`src/rtl/ram_access_ctrl_if.sv`:
```
// rtl/ram_access_ctrl_if.sv - CPU-side load/store request bus for ram_access_ctrl
interface ram_access_ctrl_if;
  logic        req;
  logic        we;
  logic [1:0]  size;
  logic        uns;
  logic [31:0] addr;
  logic [31:0] wdata;
  logic        ack;
  logic        err;
  logic [31:0] rdata;
  logic        busy;

  modport master (
    output req, we, size, uns, addr, wdata,
    input  ack, err, rdata, busy
  );

  modport slave (
    input  req, we, size, uns, addr, wdata,
    output ack, err, rdata, busy
  );
endinterface

```
`src/rtl/ram_access_ctrl.sv`:
```
// rtl/ram_access_ctrl.sv - byte/halfword/word load-store initiator for a synchronous word RAM
// Big-endian lanes; sub-word stores are read-modify-write through RD/CAP/WR.
module ram_access_ctrl #(
  parameter int ADDR_W = 12
) (
  input  logic              clk,
  input  logic              rst,
  ram_access_ctrl_if.slave  bus,
  output logic              ram_we,
  output logic [ADDR_W-1:0] ram_addr,
  output logic [31:0]       ram_din,
  input  logic [31:0]       ram_dout
);

  typedef enum logic [2:0] {IDLE, WR, RD, CAP, DONE} state_t;

  state_t            state_q, state_d;
  logic              ack_q, ack_d;
  logic              err_q, err_d;
  logic              busy_q, busy_d;
  logic              ram_we_q, ram_we_d;
  logic [ADDR_W-1:0] ram_addr_q, ram_addr_d;
  logic [31:0]       ram_din_q, ram_din_d;
  logic [31:0]       rdata_q, rdata_d;
  logic              we_q, we_d;
  logic [1:0]        size_q, size_d;
  logic              uns_q, uns_d;
  logic [1:0]        off_q, off_d;
  logic [15:0]       wdata_q, wdata_d;

  logic              req_bad;
  logic [31:0]       sh_b, sh_h, ext, lane_mask, lane_data, merged;

  // Offset 0 is the most significant lane, so shift right by (3-off) bytes.
  always_comb begin
    sh_b = ram_dout >> {~off_q, 3'b000};
    sh_h = ram_dout >> {~off_q[1], 4'b0000};
    case (size_q)
      2'b00: begin
        ext       = uns_q ? {24'h0, sh_b[7:0]} : {{24{sh_b[7]}}, sh_b[7:0]};
        lane_mask = 32'h0000_00FF << {~off_q, 3'b000};
        lane_data = {24'h0, wdata_q[7:0]} << {~off_q, 3'b000};
      end
      2'b01: begin
        ext       = uns_q ? {16'h0, sh_h[15:0]} : {{16{sh_h[15]}}, sh_h[15:0]};
        lane_mask = 32'h0000_FFFF << {~off_q[1], 4'b0000};
        lane_data = {16'h0, wdata_q} << {~off_q[1], 4'b0000};
      end
      default: begin
        ext       = ram_dout;
        lane_mask = 32'h0;
        lane_data = 32'h0;
      end
    endcase
    merged = (ram_dout & ~lane_mask) | lane_data;
  end

  always_comb begin
    req_bad = (bus.size == 2'b11) ||
              (bus.size == 2'b01 && bus.addr[0]) ||
              (bus.size == 2'b10 && bus.addr[1:0] != 2'b00) ||
              ((bus.addr >> (ADDR_W + 2)) != 32'h0);
  end

  always_comb begin
    state_d    = state_q;
    ack_d      = 1'b0;
    err_d      = 1'b0;
    ram_we_d   = 1'b0;
    ram_addr_d = ram_addr_q;
    ram_din_d  = ram_din_q;
    rdata_d    = rdata_q;
    we_d       = we_q;
    size_d     = size_q;
    uns_d      = uns_q;
    off_d      = off_q;
    wdata_d    = wdata_q;
    case (state_q)
      IDLE: if (bus.req) begin
        we_d       = bus.we;
        size_d     = bus.size;
        uns_d      = bus.uns;
        off_d      = bus.addr[1:0];
        wdata_d    = bus.wdata[15:0];
        ram_addr_d = bus.addr[ADDR_W+1:2];
        if (req_bad) begin
          state_d = DONE;
          ack_d   = 1'b1;
          err_d   = 1'b1;
        end else if (bus.we && bus.size == 2'b10) begin
          state_d   = WR;
          ram_we_d  = 1'b1;
          ram_din_d = bus.wdata;
        end else begin
          state_d = RD;
        end
      end
      RD:  state_d = CAP;
      CAP: begin
        if (we_q) begin
          state_d   = WR;
          ram_we_d  = 1'b1;
          ram_din_d = merged;
        end else begin
          state_d = DONE;
          ack_d   = 1'b1;
          rdata_d = ext;
        end
      end
      WR: begin
        state_d = DONE;
        ack_d   = 1'b1;
      end
      DONE:    state_d = IDLE;
      default: state_d = IDLE;
    endcase
    busy_d = (state_d != IDLE);
  end

  always_ff @(posedge clk or posedge rst) begin
    if (rst) begin
      state_q    <= IDLE;
      ack_q      <= 1'b0;
      err_q      <= 1'b0;
      busy_q     <= 1'b0;
      ram_we_q   <= 1'b0;
      ram_addr_q <= '0;
      ram_din_q  <= 32'h0;
      rdata_q    <= 32'h0;
      we_q       <= 1'b0;
      size_q     <= 2'b00;
      uns_q      <= 1'b0;
      off_q      <= 2'b00;
      wdata_q    <= 16'h0;
    end else begin
      state_q    <= state_d;
      ack_q      <= ack_d;
      err_q      <= err_d;
      busy_q     <= busy_d;
      ram_we_q   <= ram_we_d;
      ram_addr_q <= ram_addr_d;
      ram_din_q  <= ram_din_d;
      rdata_q    <= rdata_d;
      we_q       <= we_d;
      size_q     <= size_d;
      uns_q      <= uns_d;
      off_q      <= off_d;
      wdata_q    <= wdata_d;
    end
  end

  assign bus.ack   = ack_q;
  assign bus.err   = err_q;
  assign bus.busy  = busy_q;
  assign bus.rdata = rdata_q;
  assign ram_we    = ram_we_q;
  assign ram_addr  = ram_addr_q;
  assign ram_din   = ram_din_q;

endmodule

```
`src/flat_wrapper.sv`:
```
// flat-port wrapper written by rule: the top's interface ports become plain ports
module ram_access_ctrl_flat 
#(
  parameter int ADDR_W = 12
)
  (clk, rst, ram_we, ram_addr, ram_din, ram_dout, bus_req, bus_we, bus_size, bus_uns, bus_addr, bus_wdata, bus_ack, bus_err, bus_rdata, bus_busy);
  ram_access_ctrl_if bus_i ();
  input  logic clk;
  input  logic rst;
  output logic ram_we;
  output logic [ADDR_W-1:0] ram_addr;
  output logic [31:0] ram_din;
  input  logic [31:0] ram_dout;
  input wire logic [$bits(bus_i.req)-1:0] bus_req;
  input wire logic [$bits(bus_i.we)-1:0] bus_we;
  input wire logic [$bits(bus_i.size)-1:0] bus_size;
  input wire logic [$bits(bus_i.uns)-1:0] bus_uns;
  input wire logic [$bits(bus_i.addr)-1:0] bus_addr;
  input wire logic [$bits(bus_i.wdata)-1:0] bus_wdata;
  output wire logic [$bits(bus_i.ack)-1:0] bus_ack;
  output wire logic [$bits(bus_i.err)-1:0] bus_err;
  output wire logic [$bits(bus_i.rdata)-1:0] bus_rdata;
  output wire logic [$bits(bus_i.busy)-1:0] bus_busy;
  assign bus_i.req = bus_req;
  assign bus_i.we = bus_we;
  assign bus_i.size = bus_size;
  assign bus_i.uns = bus_uns;
  assign bus_i.addr = bus_addr;
  assign bus_i.wdata = bus_wdata;
  assign bus_ack = bus_i.ack;
  assign bus_err = bus_i.err;
  assign bus_rdata = bus_i.rdata;
  assign bus_busy = bus_i.busy;
  ram_access_ctrl #(.ADDR_W(ADDR_W)) u_core (.clk(clk), .rst(rst), .bus(bus_i), .ram_we(ram_we), .ram_addr(ram_addr), .ram_din(ram_din), .ram_dout(ram_dout));
endmodule
```
`config.mk`:
```
export PLATFORM = sky130hd
export DESIGN_NAME = ram_access_ctrl_flat
export DESIGN_NICKNAME = d
export VERILOG_FILES = /design/src/rtl/ram_access_ctrl_if.sv /design/src/rtl/ram_access_ctrl.sv /design/src/flat_wrapper.sv
export SDC_FILE = /design/constraint.sdc
export NUM_CORES = 1
export LEC_CHECK = 0
export ABC_AREA = 0
export CAP_MARGIN = 30
export CORE_MARGIN = 8
export CORE_UTILIZATION = 35
export CTS_CLUSTER_DIAMETER = 200
export DETAILED_ROUTE_END_ITERATION = 16
export GPL_ROUTABILITY_DRIVEN = 0
export GPL_TIMING_DRIVEN = 0
export HOLD_SLACK_MARGIN = 0.15
export PLACE_DENSITY_LB_ADDON = 0.15
export REMOVE_ABC_BUFFERS = 1
export SYNTH_ARGS = -nofsm -noshare
export SYNTH_HDL_FRONTEND = slang
export SYNTH_SLANG_ARGS = --single-unit
```
`constraint.sdc`:
```
create_clock -name clk -period 4.38 [get_ports clk]
set_input_delay 0.876 -clock clk [delete_from_list [all_inputs] [get_ports clk]]
set_output_delay 0.876 -clock clk [all_outputs]
set_load 0.01 [all_outputs]
```
==> out/results.tsv, run 1 <==
metric	value	unit
status	complete, no violations	
syn-mean-instance-area	10.1	um^2
worst_ep_required_time	4.62	ns
ys_seq_area_share	47.7	%
grt.met2_usage	31.7	%
timing.critical_path.from_type	input port	
layoutNonFillerInstCount	928	
design.core.area	15700	um^2
async_flop_share	100	%
synthAdderAreaFrac	0	%
fp.dieH	141	um
filler_cell_count	1472	
endpoint_class_of_the_critical_path	flop	
grt_pass1_vias	5089	
gr-usage-met3	3.86	%
first_pass_iters	5	
detail_route.wl_per_cell	20.2	um
worst-endpoint-arrival	3.86	ns
global_route.usage.met1	23.5	%
power.static_leakage	3.25	nW
fraction_of_synthesized_cell_area_taken_by_the_top_area_cell_type	47.7	%
tightestPinTransition	1.01	ns
final_number_of_setup_violating_endpoints	0	
r2r_slack	0.78	ns
buffer_ports.inserted	182	
final_clock_period_utilization_by_the_worst_path	82.6	%
synthToLayoutAreaGrowth	43.5	%
holdBufCountCts	0	
aggregate_global_route_resource_usage	18.8	%
place.detailed.hpwl	14.7	mm
report.final.hold_viol_count	0	
initial_utilization	35.2	%
critical_path.cell_chain	clkdlybuf4s50_1 > nor4b_2 > o21ai_1 > nor4_4 > a21oi_4 > inv_6 > mux2_2	
multi_input_area	2680	um^2
rsz0062_at_grt	false	
antenna_nets_post_route	0	
via_per_inst	5.33	
critical-path-slowest-cell	sky130_fd_sc_hd__nor4b_2	
cts.repair.resized	0	
worst_setup_hold_path_clk_slew	0.07	ns
wl	18.8	mm
initial_antenna_violation_count	0	
synthMuxAreaShare	15.2	%
grt_max_degree	60	
clkLatencyLatePin	0.35	ns
globalRouteOverflowTotal	0	
die_w	141	um
layout.area.seq	2630	um^2
critical_path_peak_fanout	18	
synth_top_family_by_area	compound AO/OA/AOI/OAI gates	
fmax	276	MHz
share_of_final_layout_standard_cells_stronger_than_drive_strength_1	12.2	%
cts_made_buffers	9	
ys_top_cells_by_area	sky130_fd_sc_hd__dfrtp_1 48%, sky130_fd_sc_hd__mux2_2 8.2%, sky130_fd_sc_hd__nand2_1 4.2%, sky130_fd_sc_hd__mux2i_1 4.2%, sky130_fd_sc_hd__o21ai_0 3.2%	
worst-path-buf-inv	2	
synth_xor_xnor_area_share	0	%
grt_first_pass_wirelength	29.0	mm
cts_max_path_buffers	2	
drt_first_iter_violations	286	
synth_edf_count	0	
root_buffer	sky130_fd_sc_hd__clkbuf_16	
synth_compound_gate_area_share	18.9	%
synth_top_flop_cell	sky130_fd_sc_hd__dfrtp_1	
yosys.cell_count.top_type	sky130_fd_sc_hd__dfrtp_1	
yosys_register_bits	105	
timing_max_transition_violations_final	0	
worst_slew_margin_rel	32.4	%
post-cts-setup-buffers	0	
finalClockSkew	0.00709	ns
numPlacedInstances	912	
tritoncts	done	
holdCritPathClass	flop to flop	
n_antenna_cell	0	
number_of_vias_in_the_routed_layout	4943	
post_synth_and_or_nand_nor_area_fraction	14.4	%
cp_top_family	simple AND/OR/NAND/NOR gates	
slowest_delay	0.77	ns
path_class	input port to flop	
yosysUniqueCellTypes	43	
final_core_util	50.5	%
final_period_minus_worst_setup_slack	3.62	ns
clkSinkCount	105	
pin_count	183	
synth_area_leader_cell	sky130_fd_sc_hd__dfrtp_1	
yosys_warnings	0	
top_usage_layer	met2	
cts.htree.levels	3	
power	0.00243	W
max-vdd-ir-drop	0.179	mV
die_area	20000	um^2
rows	46	
fin_nets	811	
max-cap-violations	0	
post_synth_instance_area	5510	um^2
synth_top_cells_by_count	105 x sky130_fd_sc_hd__dfrtp_1, 62 x sky130_fd_sc_hd__nand2_1, 40 x sky130_fd_sc_hd__mux2_2	
detail_route.drc_violations	0	
power-per-cell-area	307	nW/um^2
mapped_cells	543	
per-layer routing:
layer | vias up | routed length [um]
met4 | 0 | 312
met1 | 2443 | 7850
li1 | 2322 | -
met5 | - | 0
met2 | 160 | 9370
met3 | 18 | 1240
registers in the layout, indices dropped and copies added, names as in the netlist:
signal	flops
u_core.off_q	2
u_core.bus.err	1
u_core.bus.ack	1
u_core.bus.busy	1
u_core.size_q	2
u_core.ram_addr	12
u_core.we_q	1
u_core.ram_din	32
u_core.state_q	3
u_core.ram_we	1
u_core.bus.rdata	32
u_core.uns_q	1
u_core.wdata_q	16
layout by cell type (no fill, tap or decap), types with 7 or more instances in the layout:
cell type / instances
sky130_fd_sc_hd__nor2_1: 34
sky130_fd_sc_hd__dfrtp_1: 105
sky130_fd_sc_hd__o21ai_0: 35
sky130_fd_sc_hd__o21a_1: 8
sky130_fd_sc_hd__mux2_4: 9
sky130_fd_sc_hd__nand2_1: 62
sky130_fd_sc_hd__nand2b_1: 10
sky130_fd_sc_hd__clkbuf_16: 9
sky130_fd_sc_hd__nor2b_1: 11
sky130_fd_sc_hd__mux2_2: 40
sky130_fd_sc_hd__a221o_1: 7
sky130_fd_sc_hd__nand3_1: 33
sky130_fd_sc_hd__mux2i_1: 23
sky130_fd_sc_hd__o211ai_1: 9
sky130_fd_sc_hd__a21oi_1: 30
sky130_fd_sc_hd__a32o_1: 8
sky130_fd_sc_hd__clkdlybuf4s50_1: 182
sky130_fd_sc_hd__a22oi_1: 23
sky130_fd_sc_hd__o22ai_1: 9
sky130_fd_sc_hd__a22o_1: 9
final timing paths:
check,start,to,cells after the start
min reg2reg,u_core.bus.rdata[5],u_core.bus.rdata[5],2
min,u_core.bus.rdata[5],u_core.bus.rdata[5],2
min in group asynchronous,rst,u_core.ram_addr[1],2
max in group asynchronous,rst,u_core.ram_din[28],3
max reg2reg,u_core.off_q[1],u_core.ram_din[4],5
max,bus_req,u_core.ram_din[18],7
stage by stage:
step	setup WS [ns]	area, um^2	setup TNS (ns)	hold WS (ns)
global route	0.520	7900	0	0.514
detailed placement	0.376	7620	0	0.482
finish	0.762	7900	0	0.490
CTS	0.750	7900	0	0.497
global placement	-5.72	7420	-413.41	0.469
floorplan	-2.29	5330	-100.86	0.481
cell families after synthesis:
kind of cell	count (synthesis)
simple gates	165
compound gates	153
flops	105
mux	73
buf+inv	47
worst register-to-register path: stages (launching register included):
cell and delay, ns:
sky130_fd_sc_hd__dfrtp_1 0.93, sky130_fd_sc_hd__nor2b_1 0.89, sky130_fd_sc_hd__nor2b_1 0.84, sky130_fd_sc_hd__mux2i_1 0.44, sky130_fd_sc_hd__a21oi_1 0.13, sky130_fd_sc_hd__mux2_4 0.26
power breakdown:
group          total [W]  switching (W)  leakage, nW  internal, W
combinational   0.000534       0.000251         1.91     0.000283
sequential       0.00110      0.0000761         1.20      0.00102
clock           0.000796       0.000355        0.133     0.000440
area by class of cell:
| type | instances | area share, % |
|---|---|---|
| Clock inverter | 3 | 0.538 |
| Clock buffer | 12 | 2.99 |
| Sequential cell | 105 | 33.3 |
| Inverter | 6 | 0.380 |
| Timing Repair Buffer | 195 | 25.5 |
| Multi-Input combinational cell | 391 | 34.0 |
| Tap cell | 216 | 3.42 |
Note: power is estimated with default switching activity, not from simulation.
==> run 2: changes to the inputs <==
==> constraint.sdc (replaced) <==
create_clock -name clk -period 3.6 [get_ports clk]
set_input_delay 0.72 -clock clk [delete_from_list [all_inputs] [get_ports clk]]
set_output_delay 0.72 -clock clk [all_outputs]
set_load 0.01 [all_outputs]
==> run 2 against run 1 <==
  * First-iteration DRC count down 3.1%
  * Global-route usage unchanged
  * Clock power increased by 22%
  * Total power grew 22%
  * Hold slack barely moved
  * Non-clock buffer count unchanged
  * Cell count stayed put
  * Die area is the same
==> out/results.tsv, run 2 (same netlist as run 1, synthesis figures left out) <==
metric	value	unit	change
worst_ep_required_time	3.84	ns	-0.78 ns
globalRouteOverflowTotal	0		unchanged
rsz0062_at_grt	false		
place.detailed.hpwl	14.7	mm	unchanged
layout.area.seq	2630	um^2	unchanged
setup_total_negative_slack	0	ns	unchanged
layoutNonFillerInstCount	928		unchanged
route.met2.wl	9.41	mm	+0.48%
tritoncts	done		
number_of_vias_in_the_routed_layout	4947		+0.081%
fin_nets	811		unchanged
grt_first_pass_wirelength	29.0	mm	unchanged
detail_route.wirelength.met1	8.01	mm	+1.9%
clkSinkCount	105		unchanged
final_clock_period_utilization_by_the_worst_path	94.8	%	
path_class	flop to flop		
worst_setup_hold_path_clk_slew	0.07	ns	about the same
worst_slew_margin_rel	33.0	%	+0.65 points
initial_antenna_violation_count	0		unchanged
critical_path_peak_fanout	31		+13
detail_route.wl_per_cell	20.3	um	+0.32%
root_buffer	sky130_fd_sc_hd__clkbuf_16		
final_period_minus_worst_setup_slack	3.41	ns	
route.met3.wl	1.09	mm	-12%
numPlacedInstances	912		unchanged
detail_route.drc_violations	0		unchanged
final_critical_path_setup_slack	0.188	ns	-0.574 ns
wl	18.8	mm	+0.32%
antenna_nets_post_route	0		unchanged
power	0.00296	W	+22%
layout_commonest_cell	sky130_fd_sc_hd__clkdlybuf4s50_1		
buffer_ports.inserted	182		unchanged
drt_first_iter_violations	277		-3.1%
synthToLayoutAreaGrowth	43.7	%	
final_number_of_setup_violating_endpoints	0		unchanged
aggregate_global_route_resource_usage	18.8	%	unchanged
holdBufCountCts	0		unchanged
status	complete, no violations		
endpoint_class_of_the_critical_path	flop		
tightestPinTransition	1.00	ns	-0.00968 ns
fp.dieH	141	um	unchanged
rows	46		unchanged
grt_pass1_vias	5089		unchanged
timing_max_transition_violations_final	0		unchanged
cts_max_path_buffers	2		unchanged
multi_input_area	2690	um^2	+0.42%
first_pass_iters	5		unchanged
grt_max_degree	60		unchanged
fmax	293	MHz	
cts_made_buffers	9		unchanged
design.core.area	15700	um^2	unchanged
final_cell_mix	182 x sky130_fd_sc_hd__clkdlybuf4s50_1, 105 x sky130_fd_sc_hd__dfrtp_1, 62 x sky130_fd_sc_hd__nand2_1		
dp_slack	-0.248	ns	-0.624 ns
n_antenna_cell	0		unchanged
die_w	141	um	unchanged
clkLatencyLatePin	0.35	ns	about the same
power-per-cell-area	374	nW/um^2	+22%
final_core_util	50.5	%	+0.072 points
initial_utilization	35.2	%	unchanged
finalClockSkew	0.00642	ns	-0.000668 ns
timing.critical_path.from_type	flop		
holdCritPathClass	flop to flop		
report.final.hold_viol_count	0		unchanged
worst-endpoint-arrival	3.65	ns	-0.21 ns
share_of_final_layout_standard_cells_stronger_than_drive_strength_1	12.4	%	+0.14 points
cts.htree.levels	3		unchanged
pin_count	183		unchanged
filler_cell_count	1471		-0.068%
max-cap-violations	0		unchanged
max-vdd-ir-drop	0.218	mV	+22%
die_area	20000	um^2	unchanged
via_per_inst	5.33		about the same
highest_layer	met4		
power.static_leakage	3.25	nW	+0.21%
[run 2: timing repair]
item	4_1_cts	5_1_grt
buffers inserted	0	0
gates resized for setup	0	2
endpoints found under the setup margin	0	16
[run 2: critical path, stage by stage (launching register included)]
cell,delay [ns]
sky130_fd_sc_hd__dfrtp_1,0.93
sky130_fd_sc_hd__nor2b_2,0.66
sky130_fd_sc_hd__nor2b_1,0.87
sky130_fd_sc_hd__mux2i_1,0.45
sky130_fd_sc_hd__a21oi_1,0.12
sky130_fd_sc_hd__mux2_4,0.26
[run 2: cell type report]
class	count	area share, %
clock buffer	12	2.99
clock inverter	3	0.538
inverter	6	0.380
multi-input combinational	391	34.0
sequential	105	33.2
tap	216	3.42
timing repair buffer	195	25.4
[run 2: metrics by stage]
stage,cell area (um^2),hold slack [ns]
final,7910,0.490
after CTS,7900,0.497
after global routing,7910,0.514
after detailed placement,7620,0.482
after floorplan,5330,0.481
after global placement,7420,0.469
[run 2: final timing paths]
check,start,to,slack (ns),cells past startpoint
max,u_core.off_q[1],u_core.ram_din[4],0.19,5
min,u_core.bus.rdata[5],u_core.bus.rdata[5],0.49,2
max reg2reg,u_core.off_q[1],u_core.ram_din[4],0.19,5
min reg2reg,u_core.bus.rdata[5],u_core.bus.rdata[5],0.49,2
max in group asynchronous,rst,u_core.bus.err,2.09,3
min in group asynchronous,rst,u_core.ram_addr[1],0.79,2
[run 2: power breakdown]
part / leakage [nW] / switching (W) / internal (W) / total [W]
Clock: 0.133 / 0.000432 / 0.000536 / 0.000968
Sequential: 1.20 / 0.0000934 / 0.00124 / 0.00134
Combinational: 1.92 / 0.000307 / 0.000346 / 0.000652
Total: 3.25 / 0.000833 / 0.00212 / 0.00296
[run 2: metal layers]
| metal | GRT usage [%] | up-vias |
|---|---|---|
| li1 | - | 2320 |
| met1 | 23.5 | 2468 |
| met2 | 31.7 | 141 |
| met3 | 3.86 | 18 |
| met4 | 6.33 | 0 |
| met5 | 0 | - |
==> run 3: changes to the inputs <==
--- a/config.mk
+++ b/config.mk
@@ -7,7 +7,7 @@
 export LEC_CHECK = 0
 export ABC_AREA = 0
 export CAP_MARGIN = 30
-export CORE_MARGIN = 8
+export CORE_MARGIN = 1
 export CORE_UTILIZATION = 35
 export CTS_CLUSTER_DIAMETER = 200
 export DETAILED_ROUTE_END_ITERATION = 16
==> run 3 against run 2 <==
  * Routed wire length is 7.2% lower
  * Core utilization increased by 1.0 points
  * Largest power group unchanged
  * Sequential power about the same
  * Largest cell class unchanged
  * Highest routed layer unchanged
  * First-iteration DRC count up 18%
  * Via count about the same
  * Sequential share of layout area rose by 0.18 points
  * Total power fell by 2.0%
  * Critical path depth did not move
  * Global-route usage grew 3.4 points
==> out/results.tsv, run 3 (same netlist as run 1, synthesis figures left out) <==
metric	value	unit	change
layout_commonest_cell	sky130_fd_sc_hd__clkdlybuf4s50_1		
cp_top_family	simple AND/OR/NAND/NOR gates		
holdPathEnd	u_core.bus.rdata[6]		
fmax	296	MHz	+1.2%
slowest_delay	0.92	ns	about the same
antenna_nets_post_route	0		unchanged
clkLatencyLatePin	0.36	ns	about the same
globalRouteOverflowTotal	0		unchanged
synthToLayoutAreaGrowth	42.9	%	
first_pass_iters	4		-1
final_number_of_setup_violating_endpoints	0		unchanged
timing_max_transition_violations_final	0		unchanged
critical_path.cell_chain	nor2b_2 > nor2b_1 > mux2i_1 > a21oi_1 > mux2_4		
n_antenna_cell	0		unchanged
worst_setup_hold_path_clk_slew	0.07	ns	about the same
share_of_final_layout_standard_cells_stronger_than_drive_strength_1	12.5	%	+0.12 points
timing.critical_path.from_type	flop		
cts.repair.resized	0		unchanged
buffer_ports.inserted	182		unchanged
crit-reg2reg-capture	u_core.ram_din[7]		
post-cts-setup-buffers	0		unchanged
detail_route.drc_violations	0		unchanged
cts.htree.levels	3		unchanged
power-per-cell-area	368	nW/um^2	-1.5%
final_clock_period_utilization_by_the_worst_path	93.7	%	-1.1 points
r2r_slack	0.23	ns	+0.04 ns
detail_route.wl_per_cell	18.9	um	-6.8%
timing.hold.worst_path_depth	2		unchanged
die_w	127	um	-9.9%
numPlacedInstances	907		-0.55%
finalInstanceArea	7870	um^2	-0.55%
design.core.area	15300	um^2	-2.5%
die_area	16200	um^2	-19%
filler_cell_count	1413		-3.9%
holdCritPathClass	flop to flop		
max-vdd-ir-drop	0.208	mV	-4.5%
dp_slack	-0.145	ns	+0.102 ns
grt_first_pass_wirelength	27.4	mm	-5.5%
hp-start	u_core.bus.rdata[6]		
final_cell_mix	182 x sky130_fd_sc_hd__clkdlybuf4s50_1, 105 x sky130_fd_sc_hd__dfrtp_1, 62 x sky130_fd_sc_hd__nand2_1		
clkSinkCount	105		unchanged
initial_antenna_violation_count	0		unchanged
critical_path_peak_fanout	31		unchanged
tightestPinTransition	0.988	ns	-0.0145 ns
tritoncts	done		
r2r_start	u_core.off_q[1]		
pin_count	183		unchanged
final_period_minus_worst_setup_slack	3.37	ns	-0.0392 ns
wl	17.5	mm	-7.2%
max-cap-violations	0		unchanged
root_buffer	sky130_fd_sc_hd__clkbuf_16		
cts_max_path_buffers	2		unchanged
fin_nets	811		unchanged
worst_ep_required_time	3.85	ns	about the same
finalClockSkew	0.00750	ns	+0.00108 ns
endpoint_class_of_the_critical_path	flop		
report.final.hold_viol_count	0		unchanged
rsz0062_at_grt	false		
layoutNonFillerInstCount	924		-0.43%
via_per_inst	5.35		+0.41%
grt_pass1_vias	4982		-2.1%
final_critical_path_setup_slack	0.227	ns	+0.0392 ns
number_of_vias_in_the_routed_layout	4946		-0.020%
worst-endpoint-arrival	3.62	ns	-0.03 ns
initial_utilization	36.1	%	+0.91 points
drt_first_iter_violations	327		+18%
aggregate_global_route_resource_usage	22.2	%	+3.4 points
power.static_leakage	3.24	nW	-0.54%
place.detailed.hpwl	13.3	mm	-9.3%
rows	45		-2.2%
worst-path-buf-inv	0		unchanged
path_class	flop to flop		
status	complete, no violations		
grt_max_degree	58		-3.3%
cts_made_buffers	9		unchanged
post_dp_cell_area	7590	um^2	-0.30%
hold_ws	0.487	ns	-0.00350 ns
worstRegToRegCells	5		unchanged
fp.dieH	127	um	-9.9%
critical-path-slowest-cell	sky130_fd_sc_hd__dfrtp_1		
holdBufCountCts	0		unchanged
worst_slew_margin_rel	34.0	%	+0.97 points
[run 3: how the worst max path moves through the flow]
stage,from,endpoint,slack (ns),depth (start not counted)
6_report,u_core.off_q[1],u_core.ram_din[7],0.23,5
5_1_grt,bus_req,u_core.ram_din[19],0.03,8
4_1_cts,u_core.off_q[1],u_core.ram_din[7],0.06,5
3_5_place_dp,bus_req,u_core.ram_din[20],-0.15,8
3_3_place_gp,bus_req,u_core.ram_din[21],-6.21,7
2_1_floorplan,bus_req,u_core.ram_din[17],-2.92,6
[run 3: through the flow]
step	TNS [ns]	total power (W)	util, %
floorplan	-144.54	0.00166	-
global placement	-523.27	0.00196	48.6
detailed placement	-1.79	0.00200	49.8
CTS	0	0.00291	51.5
global route	0	0.00303	51.6
finish	0	0.00290	51.6
[run 3: layer usage]
layer	share of wire, %	GRT usage (%)	up-vias
met1	44	29.9	2434
li1	-	-	2329
met4	2.2	8.19	0
met2	48	35.3	158
met3	5.7	4.61	25
met5	0	0	-
[run 3: layout make-up]
type / instances / area, um^2 / share of cell area [%]
clock buffer: 12 / 236 / 3.01
clock inverter: 4 / 30.0 / 0.382
inverter: 6 / 30.0 / 0.382
multi-input combinational: 391 / 2690 / 34.1
sequential: 105 / 2630 / 33.4
tap: 211 / 264 / 3.36
timing repair buffer: 195 / 2000 / 25.4
[run 3: power breakdown]
part           switching, W  internal (W)  leakage (nW)
clock network      0.000445      0.000472         0.127
logic              0.000305      0.000341          1.91
registers         0.0000923       0.00124          1.20
total              0.000842       0.00205          3.24
[run 3: tightest hold or removal path: stages, from the launching register on]
cell,delay [ns]
sky130_fd_sc_hd__dfrtp_1,0.35
sky130_fd_sc_hd__nand2_1,0.05
sky130_fd_sc_hd__o21ai_0,0.06
